===== src/rtl/uart_tx_fifo.sv =====
// UART transmitter with runtime divisor/parity/stop config fed by a small FIFO.
// First start bit one cycle after accept into an idle, empty FIFO; s_ready low only while FIFO full.
module uart_tx_fifo #(
  parameter int DATA_BITS  = 8,
  parameter int DIV_W      = 16,
  parameter int FIFO_DEPTH = 4
) (
  input  logic                          clk,
  input  logic                          rst_n,
  input  logic [DIV_W-1:0]              clk_div,
  input  logic                          parity_en,
  input  logic                          parity_odd,
  input  logic                          stop2,
  input  logic                          s_valid,
  input  logic [DATA_BITS-1:0]          s_data,
  output logic                          s_ready,
  output logic                          tx,
  output logic                          busy,
  output logic [$clog2(FIFO_DEPTH):0]   fifo_level
);

  localparam int                PTR_W    = $clog2(FIFO_DEPTH);
  localparam int                LVL_W    = PTR_W + 1;
  localparam logic [LVL_W-1:0]  FULL_LVL = LVL_W'(FIFO_DEPTH);
  localparam logic [3:0]        LAST_BIT = 4'(DATA_BITS - 1);

  typedef enum logic [2:0] {
    ST_IDLE,
    ST_START,
    ST_DATA,
    ST_PARITY,
    ST_STOP
  } state_t;

  logic [DATA_BITS-1:0] fifo_mem [FIFO_DEPTH];
  logic [DATA_BITS-1:0] fifo_head;
  logic [PTR_W-1:0]     wr_ptr_q, wr_ptr_d;
  logic [PTR_W-1:0]     rd_ptr_q, rd_ptr_d;
  logic [LVL_W-1:0]     level_q, level_d;
  logic                 push;
  logic                 pop;
  logic                 load;
  logic                 bit_end;

  state_t               state_q, state_d;
  logic [DIV_W-1:0]     baud_q, baud_d;
  logic [3:0]           bit_cnt_q, bit_cnt_d;
  logic [DATA_BITS-1:0] shift_q, shift_d;
  logic [DIV_W-1:0]     div_q, div_d;
  logic                 par_en_q, par_en_d;
  logic                 par_bit_q, par_bit_d;
  logic                 stop2_q, stop2_d;
  logic                 tx_q, tx_d;
  logic                 busy_q, busy_d;

  assign s_ready    = (level_q != FULL_LVL);
  assign push       = s_valid && s_ready;
  assign fifo_head  = fifo_mem[rd_ptr_q];
  assign fifo_level = level_q;
  assign tx         = tx_q;
  assign busy       = busy_q;
  assign bit_end    = (baud_q == div_q);

  // Depth is a power of two, so pointers wrap naturally.
  always_comb begin
    wr_ptr_d = push ? wr_ptr_q + PTR_W'(1) : wr_ptr_q;
    rd_ptr_d = pop  ? rd_ptr_q + PTR_W'(1) : rd_ptr_q;
    level_d  = level_q;
    case ({push, pop})
      2'b10:   level_d = level_q + LVL_W'(1);
      2'b01:   level_d = level_q - LVL_W'(1);
      default: level_d = level_q;
    endcase
  end

  always_ff @(posedge clk) begin
    if (push) begin
      fifo_mem[wr_ptr_q] <= s_data;
    end
  end

  always_comb begin
    state_d   = state_q;
    baud_d    = baud_q;
    bit_cnt_d = bit_cnt_q;
    shift_d   = shift_q;
    div_d     = div_q;
    par_en_d  = par_en_q;
    par_bit_d = par_bit_q;
    stop2_d   = stop2_q;
    tx_d      = tx_q;
    busy_d    = busy_q;
    load      = 1'b0;
    pop       = 1'b0;

    case (state_q)
      ST_IDLE: begin
        tx_d   = 1'b1;
        busy_d = 1'b0;
        baud_d = '0;
        if (level_q != '0) begin
          load = 1'b1;
        end
      end

      ST_START: begin
        if (bit_end) begin
          state_d   = ST_DATA;
          tx_d      = shift_q[0];
          baud_d    = '0;
          bit_cnt_d = '0;
        end else begin
          baud_d = baud_q + DIV_W'(1);
        end
      end

      ST_DATA: begin
        if (bit_end) begin
          baud_d = '0;
          if (bit_cnt_q == LAST_BIT) begin
            bit_cnt_d = '0;
            if (par_en_q) begin
              state_d = ST_PARITY;
              tx_d    = par_bit_q;
            end else begin
              state_d = ST_STOP;
              tx_d    = 1'b1;
            end
          end else begin
            bit_cnt_d = bit_cnt_q + 4'd1;
            shift_d   = shift_q >> 1;
            tx_d      = shift_q[1];
          end
        end else begin
          baud_d = baud_q + DIV_W'(1);
        end
      end

      ST_PARITY: begin
        if (bit_end) begin
          state_d   = ST_STOP;
          tx_d      = 1'b1;
          baud_d    = '0;
          bit_cnt_d = '0;
        end else begin
          baud_d = baud_q + DIV_W'(1);
        end
      end

      ST_STOP: begin
        if (bit_end) begin
          baud_d = '0;
          if (stop2_q && (bit_cnt_q == '0)) begin
            bit_cnt_d = 4'd1;
          end else if (level_q != '0) begin
            load = 1'b1;
          end else begin
            state_d = ST_IDLE;
            tx_d    = 1'b1;
            busy_d  = 1'b0;
          end
        end else begin
          baud_d = baud_q + DIV_W'(1);
        end
      end

      default: begin
        state_d = ST_IDLE;
        tx_d    = 1'b1;
        busy_d  = 1'b0;
      end
    endcase

    // Frame start: config is sampled here only, so mid-frame changes wait for the next frame.
    if (load) begin
      pop       = 1'b1;
      shift_d   = fifo_head;
      div_d     = clk_div;
      par_en_d  = parity_en;
      par_bit_d = (^fifo_head) ^ parity_odd;
      stop2_d   = stop2;
      baud_d    = '0;
      bit_cnt_d = '0;
      state_d   = ST_START;
      tx_d      = 1'b0;
      busy_d    = 1'b1;
    end
  end

  always_ff @(posedge clk or negedge rst_n) begin
    if (!rst_n) begin
      wr_ptr_q  <= '0;
      rd_ptr_q  <= '0;
      level_q   <= '0;
      state_q   <= ST_IDLE;
      baud_q    <= '0;
      bit_cnt_q <= '0;
      shift_q   <= '0;
      div_q     <= '0;
      par_en_q  <= 1'b0;
      par_bit_q <= 1'b0;
      stop2_q   <= 1'b0;
      tx_q      <= 1'b1;
      busy_q    <= 1'b0;
    end else begin
      wr_ptr_q  <= wr_ptr_d;
      rd_ptr_q  <= rd_ptr_d;
      level_q   <= level_d;
      state_q   <= state_d;
      baud_q    <= baud_d;
      bit_cnt_q <= bit_cnt_d;
      shift_q   <= shift_d;
      div_q     <= div_d;
      par_en_q  <= par_en_d;
      par_bit_q <= par_bit_d;
      stop2_q   <= stop2_d;
      tx_q      <= tx_d;
      busy_q    <= busy_d;
    end
  end

endmodule


===== config.mk =====
export PLATFORM = sky130hd
export DESIGN_NAME = uart_tx_fifo
export DESIGN_NICKNAME = d
export VERILOG_FILES = /design/src/rtl/uart_tx_fifo.sv
export SDC_FILE = /design/constraint.sdc
export NUM_CORES = 1
export LEC_CHECK = 0
export ABC_AREA = 1
export BUFFER_PORTS_ARGS = -buffer_cell sky130_fd_sc_hd__clkbuf_2
export CAP_MARGIN = 20
export CORE_ASPECT_RATIO = 0.6
export CORE_UTILIZATION = 55
export CTS_BUF_LIST = sky130_fd_sc_hd__clkbuf_4 sky130_fd_sc_hd__clkbuf_8
export DETAILED_ROUTE_END_ITERATION = 8
export PLACE_DENSITY = 0.77
export SETUP_SLACK_MARGIN = 0.5
export SYNTH_ARGS = -nofsm -noshare
export SYNTH_HDL_FRONTEND = slang
export SYNTH_SLANG_ARGS = --single-unit

===== constraint.sdc =====
create_clock -name clk -period 2.15 [get_ports clk]
set_input_delay 0.215 -clock clk [delete_from_list [all_inputs] [get_ports clk]]
set_output_delay 0.215 -clock clk [all_outputs]
set_load 0.01 [all_outputs]

Word level (Yosys, flattened, before mapping):

Memories as Yosys holds them, arrays and structs flattened.
Index checks and enable logic that the tools add are counted.

* bitwise gates (word level): 1
* mux-type cells: 47
* add/subtract/negate cells: 6
* eq/ne operators: 21
* reductions and logical operators: 19

Operator list (count)
* 16-bit two-way mux: 2
* 8-bit two-way mux: 4
* 16-bit one-hot mux with 2 select lines: 1
* 3-bit two-way mux: 9
* 3-bit inequality test (second input constant): 9
* 4-bit two-way mux: 6
* 1-bit two-way mux: 19
* 16-bit by 1-bit adder with 16-bit output (second input constant): 1
* 16-bit equality test: 1
* 3-bit one-hot mux with 5 select lines: 1
* 4-bit one-hot mux with 3 select lines: 1
* 8-bit AND reduction: 1
* 8-bit XOR reduction: 1
* 3-bit by 2-bit equality test with 1-bit output (second input constant): 2
* 3-bit one-hot mux with 2 select lines: 1
* 6-bit AND reduction: 1
* 2-bit nonzero test: 3
* 3-bit nonzero test: 2
* 5-bit AND reduction: 1
* 2-bit by 1-bit adder with 2-bit output (second input constant): 2
* 4-bit by 1-bit adder with 4-bit output (second input constant): 1
* 4-bit by 3-bit equality test with 1-bit output (second input constant): 1
* 4-bit zero test: 1
* 2-bit inequality test (second input constant): 2
* 19 further kinds: 21

* word-level logic and storage cells: 108
* memories: 1
* register bits after elaboration: 59
* bits in writable memories: 32
* bits of input ports: 30

Memory list
* fifo_mem: depth 4, width 8, rd ports 1, clocked after memory_dff 0, wr ports 1, RTL line 35 `logic [DATA_BITS-1:0] fifo_mem [FIFO_DEPTH];`

Longest topological paths before layout:

* depth after elaboration: 8
* gate-level depth with buffers: 16
* mapped depth without buffers: 15

Least setup slack after synthesis:

Ideal clock, no wire load.

* path kind: reg-to-reg
* start point: register state_q[1]
* end point: register level_q[2], in the netlist fifo_level[2]
* arrival time: 2.205 ns
* stages on the path, launching flop included: 15
* library setup time: 0.126 ns
* path slack: -0.181 ns
* buffers on the path: 1
* cell sequence: dfrtp_1 > inv_1 > nand2_1 > nor2_4 > nand2_1 > nor2_1 > nand3_2 > nand2_4 > buf_2 > ha_1 > inv_1 > fa_1 > a21oi_1 > o21ai_0 > xnor2_1

* longest elaborated chain between the ends: 5
* elaborated cells on any way between the ends: 8
* those cells by class: 3 x eq/ne; 3 x mux; 2 x reduce/logical

RTL lines
* start: declaration: RTL line 45 `state_t state_q, state_d;`
* start signal: assignment: RTL line 209 `state_q <= state_d;`
* 3-bit equality test / 3-bit zero test (equally long branches): RTL line 96 `case (state_q)`
* 1-bit one-hot mux with 2 select lines *: RTL line 96
* 1-bit two-way mux *: RTL line 175 `if (load) begin`
* 2-bit by 1-bit equality test with 1-bit output / 2-bit equality test (equally long branches): RTL line 69 `case ({push, pop})`
* 3-bit one-hot mux with 2 select lines / 2-bit nonzero test (equally long branches)
* end signal: assignment: RTL line 208 `level_q <= level_d;`
* end: declaration: RTL line 39 `logic [LVL_W-1:0] level_q, level_d;`

Every way passes the cells marked *; elsewhere a longest branch is shown, timed or not.
A chain may end at the register's enable or synchronous reset.

Worst setup path in the final report:

* start point: register bit_cnt_q[1]
* end point: register bit_cnt_q[0]

* longest elaborated chain between the ends: 7
* elaborated cells on any way between the ends: 16
* those cells by class: 5 x eq/ne; 7 x mux; 4 x reduce/logical

RTL lines
* start: declaration: RTL line 47 `logic [3:0] bit_cnt_q, bit_cnt_d;`
* start signal: assignment: RTL line 211 `bit_cnt_q <= bit_cnt_d;`
* 4-bit zero test: RTL line 153 `if (stop2_q && (bit_cnt_q == '0)) begin`
* 1-bit logical AND: RTL line 153
* 1-bit two-way mux: RTL line 153
* 1-bit two-way mux: RTL line 151 `if (bit_end) begin`
* 1-bit one-hot mux with 2 select lines: RTL line 96
* 3-bit inequality test (no line) (tied with other cells)
* 5-bit AND reduction (no line)

Several ways; a longest one is shown, not always the timed one. The select of a mux whose other input is x is not followed.

==> flow_summary.ini <==
[outcome]
status = complete, but fails checks
violations = negative hold slack, negative setup slack

[die]
die_w_um = 122
rows = 25
dieArea_um2 = 8990
core_um2 = 8100
start_util_pct = 58.4
fp.dieH_um = 73.9
ioPinCount = 36

[yosys]
synth_compound_area_share_pct = 5.97
synth-adder-area-share_pct = 2.54
netlist_instances = 593
syn_avg_cell_area_um2 = 7.98
syn_area_um2 = 4730
synthSimpleGateAreaFrac_pct = 30.6
synth_top_family_by_area = simple AND/OR/NAND/NOR gates
synth_xor_area_share_pct = 2.41
synth.net_count = 632
yosysSeqAreaShare_pct = 51.5
synthDistinctLibCells = 34
synth-warning-count = 0
ys_ff_latch = 91
muxShareOfSynthArea_pct = 0

[clock_network]
cts_max_level = 3
tritoncts.num_buffers = 9
clock_sinks = 91
cts_tree = done
clock_path_buffers = 2
insertion_delay_ps = 390
clk_pin_slew_ps = 100
cts_hold_buf = 0
cts_root_buffer = clkbuf_8

[routing]
drtIter0Drc = 697
drt_wl_total_um = 14000
dr_total_vias = 4552
vias_per_cell = 5.62
drtPass1Iterations = 5
antenna_left = 0
avgRoutedWirePerCell_um = 17.3
drc_errors = 0

[finish]
synthToLayoutAreaGrowth_pct = 30.0
stdcell_count = 810
n_antenna_cell = 0
fin_nets = 736
seq_area_um2 = 2440
final_area_um2 = 6150
fill_cells = 529
drive_above_1_share_pct = 32.5
multi_input_area_um2 = 2280

[sta]
final.setup.tns_ps = -198
fmaxAchievable_mhz = 455
layout_setup_ws_ps = -49.1
hold_violations = 24
layout_min_cycle_time_ps = 2200
setup_viol = 8
slew_violations = 0
worst_pin_slew_ps = 766
whs_ps = -29.3
rsz0062_at_grt = true
finalClockSkew_ps = 17.3
period_share_pct = 102
relSlewSlack_pct = 48.9

[critical_path]
critical_path_class = flop to flop
cp_cell_sequence = inv_2, ha_2, nand3_2, nand2_2, nor2_1, nand3_2, nand2_4, buf_4, buf_6, buf_6, buf_12, buf_6, buf_12, nor2_1, nand2_1, nand2_1
timing.critical_path.mode_cell = buf_6
cp_top_family = buffers and inverters
critPathRequiredTime_ps = 2470
cp-end-kind = flop
startpoint_type = flop
r2r_end = bit_cnt_q[0]$_DFFE_PN0P_
crit_buf_inv = 7
r2r_cells = 16
ff2ff_setup_slack_ps = -50
worstReg2RegStart = bit_cnt_q[1]$_DFFE_PN0P_
slowest_stage = dfrtp_1
critPathMaxStageDelay_ps = 410
cp_max_fo = 6
arrival_ps = 2520

[power_and_ir_drop]
ir_worst_vdd_uv = 952
p_per_area_nw_per_um2 = 1520
p_leak_nw = 2.97
power_w = 0.00933

[place]
dp.cells = 748
dp_hpwl_um = 7860
port_buffers = 35
gp_congestion = 0.863
placed_area_um2 = 5170

[grt]
grtUsageMet3_pct = 6.99
track_usage_pct = 27.4
grt_use_met1_pct = 41.4
met2_usage_pct = 38.0
grt_max_degree = 60
busiest_layer = met1
grt_pass1_wl_um = 18400
overflow = 0
antenna_found_initial = 0
grt_pass1_vias = 3848

[run]
cap_violations = 0

[hold_path]
hold_path_class = primary input to async pin
## layout make-up
class	count	area share, %
clock buffer	9	2.01
tap	108	2.20
multi-input combinational	423	37.1
sequential	91	39.7
inverter	68	4.54
clock inverter	7	1.26
timing repair buffer	104	13.2
## through the flow
step / hold slack (ps) / worst slack (ps) / utilization, %
6_report: -29.3 / -49.1 / 75.9
5_1_grt: 31.4 / -136 / 75.9
4_1_cts: 3.80 / 109 / 69.6
3_5_place_dp: 414 / -19.9 / 63.8
3_3_place_gp: 416 / 11.4 / 63.8
2_1_floorplan: -80.6 / -37.5 / -
## sequential cells by signal (all words and copies together) (netlist names), 2 cells and up
register    flops
baud_q         16
bit_cnt_q       4
div_q          16
fifo_level      3
fifo_mem       32
rd_ptr_q        2
shift_q         8
state_q         3
wr_ptr_q        2
## cells in the mapped netlist
cell / n / area [µm²]
nand2_1: 248 / 931
dfrtp_1: 58 / 1450
inv_1: 49 / 184
nor2_1: 41 / 154
edfxtp_1: 32 / 961
nand3_1: 32 / 160
o21ai_0: 31 / 155
inv_2: 18 / 67.6
nand4_1: 10 / 62.6
xor2_1: 10 / 87.6
a21oi_1: 9 / 45.0
ha_1: 8 / 100
o21ai_1: 6 / 30.0
buf_2: 5 / 25.0
clkbuf_1: 4 / 15.0
nor3_1: 4 / 20.0
nor2_4: 3 / 33.8
xnor2_1: 3 / 26.3
a31oi_1: 2 / 12.5
buf_6: 2 / 22.5
nand2_2: 2 / 12.5
nand3_2: 2 / 20.0
nor4_1: 2 / 12.5
o21ai_2: 2 / 17.5
buf_4: 1 / 7.51
dfstp_2: 1 / 26.3
fa_1: 1 / 20.0
inv_4: 1 / 6.26
nand2_4: 1 / 11.3
nand2_8: 1 / 20.0
nor2_2: 1 / 6.26
o21ai_4: 1 / 16.3
o22ai_1: 1 / 6.26
or2_2: 1 / 6.26
## worst max path at each step
stage	slack (ps)	cells after the start	endpoint	start
global route	-140	17	shift_q[1]$_DFFE_PN0P_	baud_q[14]$_DFFE_PN0P_
global placement	10	14	fifo_level[2]$_DFFE_PN0P_	baud_q[8]$_DFFE_PN0P_
finish	-50	16	bit_cnt_q[0]$_DFFE_PN0P_	bit_cnt_q[1]$_DFFE_PN0P_
detailed placement	-20	14	fifo_level[2]$_DFFE_PN0P_	baud_q[8]$_DFFE_PN0P_
floorplan	-40	14	fifo_level[2]$_DFFE_PN0P_	state_q[1]$_DFFE_PN0P_
CTS	110	12	fifo_level[2]$_DFFE_PN0P_	div_q[3]$_DFFE_PN0N_
## layer usage
layer / part of all wire (%) / vias to the layer above
li1: - / 2091
met2: 43 / 316
met4: 4.0 / 0
met5: 0 / -
met3: 12 / 75
met1: 41 / 2070
## worst register-to-register path, delay by kind of cell, from the launching register on
| kind | cells | cell delay, ps |
|---|---|---|
| adders and majority gates | 1 | 180 |
| buffers and inverters | 7 | 820 |
| DFF | 1 | 410 |
| and+or+nand+nor | 8 | 730 |
## layout by cell type, fill, tap and decap left out, drive strengths merged
cell type	count
a21oi	9
a31oi	2
buf	66
bufinv	1
clkbuf	47
clkinv	4
clkinvlp	1
dfrtp	58
dfstp	1
edfxtp	32
fa	1
ha	8
inv	69
nand2	252
nand3	34
nand4	10
nor2	45
nor3	4
nor4	2
o21ai	41
o22ai	1
or2	1
xnor2	3
xor2	10
## where the power goes
part | internal, W | switching (W)
clock | 0.000545 | 0.000667
combinational | 0.00212 | 0.00332
sequential | 0.00235 | 0.000337
total | 0.00501 | 0.00432
## timing repair
action                                  in CTS  in global routing
cloned                                       0                  5
setup buffers                               20                 21
endpoints found under the setup margin      55                 89
resized for setup                           33                 91
pin swaps                                   17                 21
endpoints found under the hold margin        0                  0
## kinds of logic after synthesis
group,after synthesis
flip-flops,91
buffers and inverters,80
AO/OA/AOI/OAI,52
AND/OR/NAND/NOR,348
XOR/XNOR,13
adder cells (fa/ha/maj),9
Note: power is estimated with default switching activity, not from simulation.
